[src/rtl/load_store_unit_pkg.sv]
// Shared encodings for the load/store unit:
// funct3 codes, exception causes, FSM states.
package load_store_unit_pkg;

  localparam logic [2:0] F3_LB  = 3'b000;
  localparam logic [2:0] F3_LH  = 3'b001;
  localparam logic [2:0] F3_LW  = 3'b010;
  localparam logic [2:0] F3_LBU = 3'b100;
  localparam logic [2:0] F3_LHU = 3'b101;
  localparam logic [2:0] F3_SB  = 3'b000;
  localparam logic [2:0] F3_SH  = 3'b001;
  localparam logic [2:0] F3_SW  = 3'b010;

  typedef enum logic [1:0] {
    CAUSE_NONE     = 2'd0,
    CAUSE_MISALIGN = 2'd1,
    CAUSE_ILLEGAL  = 2'd2,
    CAUSE_TIMEOUT  = 2'd3
  } exc_cause_e;

  typedef enum logic [1:0] {
    S_IDLE  = 2'd0,
    S_ISSUE = 2'd1,
    S_WAIT  = 2'd2,
    S_RESP  = 2'd3
  } lsu_state_e;

endpackage

[src/rtl/lsu_access_check.sv]
// Combinational legality and alignment check
// for one load/store; illegal beats misaligned.
module lsu_access_check
  import load_store_unit_pkg::*;
#(
  parameter bit CHECK_ALIGN = 1'b1
) (
  input  logic       i_is_store,
  input  logic [2:0] i_funct3,
  input  logic [1:0] i_ea_lo,
  output logic       o_fault,
  output logic [1:0] o_cause
);

  logic w_legal;
  logic w_mis;

  assign w_legal = i_is_store
    ? (i_funct3 inside {F3_SB, F3_SH, F3_SW})
    : (i_funct3 inside {F3_LB, F3_LH, F3_LW,
                        F3_LBU, F3_LHU});

  assign w_mis = CHECK_ALIGN &&
    (((i_funct3[1:0] == 2'b01) && i_ea_lo[0]) ||
     ((i_funct3[1:0] == 2'b10) &&
      (i_ea_lo != 2'b00)));

  // fault/cause with illegal funct3 first
  always_comb begin
    o_fault = 1'b0;
    o_cause = CAUSE_NONE;
    if (!w_legal) begin
      o_fault = 1'b1;
      o_cause = CAUSE_ILLEGAL;
    end else if (w_mis) begin
      o_fault = 1'b1;
      o_cause = CAUSE_MISALIGN;
    end
  end

endmodule

[src/rtl/load_store_unit.sv]
// Load/store sequencer in front of the memory
// controller: EA, checks, issue, wait, respond.
module load_store_unit
  import load_store_unit_pkg::*;
#(
  parameter int TIMEOUT     = 15,
  parameter bit CHECK_ALIGN = 1'b1
) (
  input  logic        clk,
  input  logic        rst_n,
  input  logic        req,
  output logic        ready,
  input  logic        is_store,
  input  logic [2:0]  funct3,
  input  logic [31:0] base,
  input  logic [31:0] offset,
  input  logic [31:0] store_data,
  input  logic [4:0]  rd,
  output logic        mem_start,
  output logic [31:0] mem_address,
  output logic [2:0]  mem_mode,
  output logic        mem_write_enable,
  output logic [31:0] mem_write_data,
  input  logic        mem_done,
  input  logic [31:0] mem_read_data,
  input  logic        mem_active,
  output logic        done,
  output logic        wb_we,
  output logic [4:0]  wb_rd,
  output logic [31:0] wb_data,
  output logic        exc,
  output logic [1:0]  exc_cause,
  output logic [31:0] exc_addr
);

  localparam logic [7:0] TMO_LAST =
    8'(TIMEOUT - 1);

  lsu_state_e  r_state;
  logic        r_is_store;
  logic [7:0]  r_cnt;
  logic [31:0] w_ea;
  logic        w_accept;
  logic        w_fault;
  logic [1:0]  w_cause;

  assign w_ea = base + offset;

  // memory controller has no reset: wait
  // for any leftover access to drain
  assign ready = (r_state == S_IDLE) &&
                 !mem_active;

  assign w_accept = req && ready;

  lsu_access_check #(
    .CHECK_ALIGN(CHECK_ALIGN)
  ) u_chk (
    .i_is_store(is_store),
    .i_funct3  (funct3),
    .i_ea_lo   (w_ea[1:0]),
    .o_fault   (w_fault),
    .o_cause   (w_cause)
  );

  // sequencing FSM with registered outputs
  always_ff @(posedge clk or negedge rst_n) begin
    if (!rst_n) begin
      r_state          <= S_IDLE;
      r_is_store       <= 1'b0;
      r_cnt            <= 8'd0;
      mem_start        <= 1'b0;
      mem_address      <= 32'd0;
      mem_mode         <= 3'd0;
      mem_write_enable <= 1'b0;
      mem_write_data   <= 32'd0;
      done             <= 1'b0;
      wb_we            <= 1'b0;
      wb_rd            <= 5'd0;
      wb_data          <= 32'd0;
      exc              <= 1'b0;
      exc_cause        <= CAUSE_NONE;
      exc_addr         <= 32'd0;
    end else begin
      mem_start <= 1'b0;
      done      <= 1'b0;
      wb_we     <= 1'b0;
      exc       <= 1'b0;
      unique case (r_state)
        S_IDLE: begin
          if (w_accept) begin
            r_is_store <= is_store;
            wb_rd      <= rd;
            if (w_fault) begin
              r_state   <= S_RESP;
              done      <= 1'b1;
              exc       <= 1'b1;
              exc_cause <= w_cause;
              exc_addr  <= w_ea;
            end else begin
              r_state          <= S_ISSUE;
              mem_start        <= 1'b1;
              mem_address      <= w_ea;
              mem_mode         <= funct3;
              mem_write_data   <= store_data;
              mem_write_enable <= is_store;
            end
          end
        end
        S_ISSUE: begin
          r_state <= S_WAIT;
          r_cnt   <= 8'd0;
        end
        S_WAIT: begin
          if (mem_done) begin
            r_state          <= S_RESP;
            done             <= 1'b1;
            mem_write_enable <= 1'b0;
            if (!r_is_store) begin
              wb_data <= mem_read_data;
              wb_we   <= (wb_rd != 5'd0);
            end
          end else if (r_cnt == TMO_LAST) begin
            r_state          <= S_RESP;
            done             <= 1'b1;
            exc              <= 1'b1;
            exc_cause        <= CAUSE_TIMEOUT;
            exc_addr         <= mem_address;
            mem_write_enable <= 1'b0;
          end else begin
            r_cnt <= r_cnt + 8'd1;
          end
        end
        S_RESP: begin
          r_state   <= S_IDLE;
          exc_cause <= CAUSE_NONE;
        end
        default: r_state <= S_IDLE;
      endcase
    end
  end

endmodule

[config.mk]
export PLATFORM = sky130hd
export DESIGN_NAME = load_store_unit
export DESIGN_NICKNAME = d
export VERILOG_FILES = /design/src/rtl/load_store_unit_pkg.sv /design/src/rtl/lsu_access_check.sv /design/src/rtl/load_store_unit.sv
export SDC_FILE = /design/constraint.sdc
export NUM_CORES = 1
export LEC_CHECK = 0
export BUFFER_PORTS_ARGS = -buffer_cell sky130_fd_sc_hd__buf_2
export CORE_AREA = 2 2 156 112
export DETAILED_ROUTE_END_ITERATION = 10
export DIE_AREA = 0 0 158 114
export PLACE_DENSITY = 0.78
export SYNTH_ARGS = -nofsm -noshare
export SYNTH_HDL_FRONTEND = slang
export SYNTH_HIERARCHICAL = 1
export SYNTH_SLANG_ARGS = --single-unit
[constraint.sdc]
create_clock -name clk -period 2.5 [get_ports clk]
set_input_delay 0.25 -clock clk [delete_from_list [all_inputs] [get_ports clk]]
set_output_delay 0.25 -clock clk [all_outputs]
set_load 0.005 [all_outputs]
Word level (Yosys, flattened, before mapping)
Index checks and enable logic that the tools add are counted.

Add/subtract/negate cells: 2. Equal/unequal tests: 17. Muxes and demuxes: 40. Bitwise operators: 2. Reduce and logical (&&, ||, !) cells: 23.

Operator list (count): $mux W32 (4); $pmux W32 S2 (1); $add A32 B32 Y32 (1); $mux W1 (19); $mux W2 (8); $mux W8 (2); $pmux W8 S2 (1); $ne A2 B2 Y1 const B (5); $reduce_and A5 Y1 (2); $reduce_bool A5 Y1 (2); $reduce_and A3 Y1 (3); $add A8 B1 Y8 const B (1); $eq A8 B4 Y1 const B (1); $pmux W2 S4 (1); $eq A2 B2 Y1 const B (3); $eq A3 B3 Y1 const B (2); $pmux W1 S2 (3); $pmux W2 S3 (1); $reduce_bool A2 Y1 (3); $reduce_bool A3 Y1 (2); $eq A2 B1 Y1 const B (2); $logic_and A1 B1 Y1 (4); $reduce_and A2 Y1 (2); $reduce_and A4 Y1 (1); 9 further kinds (10).

Register bits: 154. Input bits: 142.

Longest topological paths before layout
Word-level depth: 9. Depth in mapped cells: 12.

Hierarchy
Netlist, hierarchy kept.

By module, submodules not included: load_store_unit (instances 1, cells each 819, area an instance 7781.2 µm²); lsu_access_check (instances 1, cells each 10, area an instance 52.6 µm²).

Worst setup path after synthesis
OpenSTA, ideal clock, no wires.

Path type: input to register. From: input port offset[0]. To: register mem_address[30]. Library setup time: 0.129 ns. Data arrival time: 2.523 ns. Required time: 2.371 ns. Slack: -0.152 ns. Stages on the path: 11. Path through: ha_1 > fa_1 > a211oi_2 > o21bai_2 > a21oi_1 > o21ai_2 > a31o_2 > a221o_1 > a31oi_2 > xor2_1 > o21ai_1.

Cells in the longest elaborated chain, start to end: 8.

Ends and longest elaborated chain: from (decl) (line load_store_unit.sv:16) `input logic [31:0] offset,`; $add A32 B32 Y32 (*) (line load_store_unit.sv:47) `assign w_ea = base + offset;`; $reduce_bool A2 Y1 (line lsu_access_check.sv:26) `(i_ea_lo != 2'b00)));`; $logic_and A1 B1 Y1 (line lsu_access_check.sv:25) `((i_funct3[1:0] == 2'b10) &&`; $logic_or A1 B1 Y1 (line lsu_access_check.sv:24) `(((i_funct3[1:0] == 2'b01) && i_ea_lo[0]) ||`; $mux W1 (line lsu_access_check.sv:35) `end else if (w_mis) begin`; $mux W1 (line lsu_access_check.sv:32) `if (!w_legal) begin`; $not A1 Y1 (no line); $reduce_and A3 Y1 (no line); to (signal assigned) (line load_store_unit.sv:103) `mem_address <= w_ea;`; to (decl) (line load_store_unit.sv:20) `output logic [31:0] mem_address,`.

Every way passes the cells marked *; elsewhere a longest branch is shown, timed or not. A chain may end at the register's enable or synchronous reset.

Final worst setup path
Ends and elaborated chain as after synthesis.

==> run metrics <==
VDD IR max 558.9 uV; CTS root buf clkbuf_16; post-synthesis async set-or-reset flop share 100.0%; Main synth FF type dfrtp_1; Tightest Pin Transition 0.5727 ns; post-synthesis sequential area ratio 49.19%; crit-path max FO 3; Logic pwr share 40.0%; Final Instance Count excl. Fillers 1,410; post-synth cell types 54; minimum clock period 2.372 ns; Psw 4139 uW; CTS clk-pin slew, worst paths 0.06 ns; vias in the first global route 7,040; Post-Synthesis Cell Area 7834 sq um; Post-Syn Nets 1,009; Clock Power Share 22.5%; Crit path depth 12; Critical Path End Type flip-flop; GRT Total Usage 25.82%; fin. max-slew vios 0; Worst Hold Depth 3; largest cells by area after synthesis dfrtp_1, nand2_1, ha_1; post-synth top area share 49.19%; crit-path cells buf_2 -> ha_1 -> fa_2 -> a211oi_2 -> o21bai_2 -> a21oi_2 -> o21ai_2 -> a31o_2 -> a221o_1 -> a31oi_4 -> xor2_1 -> o21ai_1; WL/cell 16.28 um; Max-slew headroom 61.82%; Yosys top cell by area dfrtp_1; row cnt 40; CP Data Required Time 2.80 ns; Hold Crit Start store_data[15]; die area 18,010 sq um; critical path data arrival time 2.67 ns; Setup Slack @ Placement -0.2966 ns; Die W 158 um; input/output buffers 285; GRT Residual Overflow 0; Clock Skew 0.01689 ns; Hold WC Path Type input pin to flip-flop; Cells after Synth 829; Avg Cell Area, Syn 9.450 sq um; first-pass GRT wire length 35.88 mm; CP peak stage delay 0.37 ns; Hold Slack 0.01299 ns; Switching Share 35.86%; slowest CP cell fa_2; Post-synth EDFFs 0; # fillers 1,394; CP Launch Type input pin; Tcrit/Tclk final 94.90%; crit-path leading delay family compound AO/OA/AOI/OAI gates; leakage 0.005618 uW; CTS Sinks 154; Residual DRC 0; # H-tree levels 4; post-route ant nets 0; R2R Path Start r_state[1]; Worst Setup Path Type input pin to flip-flop; WL final 22.95 mm; Area Growth Syn to Fin 36.56%; Max-Cap Viols 0; setup violators final 0; Worst Slack Setup Final 0.1275 ns; R2R depth 8; initial antenna violation count 1; sum of buffers and inverters on the critical path 1; TritonRoute pass-1 iters 5; Final nets 1,345; Int Power 7404 uW; TritonCTS clock tree done; PD cells 1079 nW/um^2; most common cell in the netlist nand2_1; First DRT Iteration DRCs 648; die height 114 um; layout cells sized above 1 37.44%; total CTS buffers 17; cell total after placement 1,371; hold endpoint mem_write_data[15]; core box area 16,720 sq um; dpl hpwl 17.57 mm; Synth top cells by count nand2_1, dfrtp_1, o21ai_0, a21oi_1, nor2_1; f_max 421.5 MHz; worst reg2reg endpoint mem_write_data[16]; status finished clean; via count 7,297; CTS Buffer Depth 2; placed inst area 10,030 sq um; GP Congestion 0.8910; synth warn 6; reg2reg setup slack 0.27 ns; Seq pwr share 37.5%; Starting Density 46.86%; post-route cell area 10,700 sq um; worst-skew pair later-pin latency 0.43 ns; DR vias/cell 5.175; pin count of the biggest net entering global routing 71; final hold viol count 0; io pins 286; Synth Register Bits 154
[per-layer routing]
metal  routed length [um]  global-route usage [%]  vias to the layer above
met4                  392                   7.267                        0
met2                10580                   41.86                      287
met1                 9915                   33.94                     3443
met5                    0                       0                        -
li1                     -                       -                     3540
met3                 2061                   7.523                       27
[registers in the layout (all words and copies together) (netlist names), 2 cells and up]
register	cells
exc_addr	32
mem_address	32
mem_write_data	32
wb_data	32
r_cnt	8
wb_rd	5
mem_mode	3
exc_cause	2
r_state	2
[power groups by stage]
| stage | registers, uW | clock network (uW) | logic, uW |
|---|---|---|---|
| CTS | 4320 | 2640 | 4640 |
| finish | 4330 | 2590 | 4620 |
| global placement | 4300 | 0 | 4490 |
| detailed placement | 4350 | 0 | 4600 |
| floorplan | 4370 | 0 | 2170 |
| global route | 4450 | 2770 | 5130 |
[repair_timing]
action / in CTS / in global routing
hold buffers: 5 / 0
gates resized for setup: 0 / 2
endpoints found under the hold margin: 59 / 0
endpoints found under the setup margin: 0 / 2
setup buffers: 0 / 1
[stage by stage]
step	setup TNS (ns)	utilization (%)	total power, uW
after global placement	-1.649	59.98	8784
after floorplan	-0.003069	-	6542
after global routing	-0.03757	63.98	12350
after CTS	0	63.84	11600
final	0	64.00	11540
after detailed placement	-3.192	59.98	8958
[tightest hold or removal path, stage by stage]
cell and delay, ns:
buf_2 0.07, nand2_1 0.04, nand2_1 0.04
[how the worst max path moves through the flow]
stage | start | endpoint | slack [ns]
4_1_cts | offset[0] | mem_address[30] | 0.12
3_3_place_gp | offset[0] | mem_address[30] | -0.24
3_5_place_dp | offset[0] | mem_address[30] | -0.30
2_1_floorplan | offset[0] | mem_address[30] | -0.003
6_report | offset[0] | mem_address[30] | 0.13
5_1_grt | offset[0] | mem_address[30] | -0.04
[layout make-up]
class	instances	area [sq um]	share of cell area [%]
Inverter	12	45.04	0.4211
Sequential cell	154	3854	36.02
Clock buffer	21	460.4	4.304
Multi-Input combinational cell	619	3796	35.49
Timing Repair Buffer	361	2116	19.78
Antenna cell	1	2.502	0.02339
Clock inverter	11	135.1	1.263
Tap cell	231	289.0	2.702
[cell usage in the layout, fill, tap and decap left out, types with 13 or more instances in the layout]
master and count:
clkbuf_16 17, buf_2 284, xor2_1 18, nand2_1 196, ha_1 36, nor2_1 43
a21o_1 13, xnor2_1 17, buf_4 63, nand3_1 17, mux2_2 39, o21ai_0 70
a21oi_1 58, dfrtp_1 154
[kinds of logic after synthesis]
logic type                 count (synthesis)  synth area share [%]
and+or+nand+nor                          302                 16.20
adders and majority gates                 38                 6.165
buffers and inverters                     56                 2.763
xor gates and xnor gates                  35                 3.913
muxes                                     47                 6.628
AOI/OAI and AO/OA                        197                 15.14
DFF                                      154                 49.19
Power figures use the tool's default switching activity.
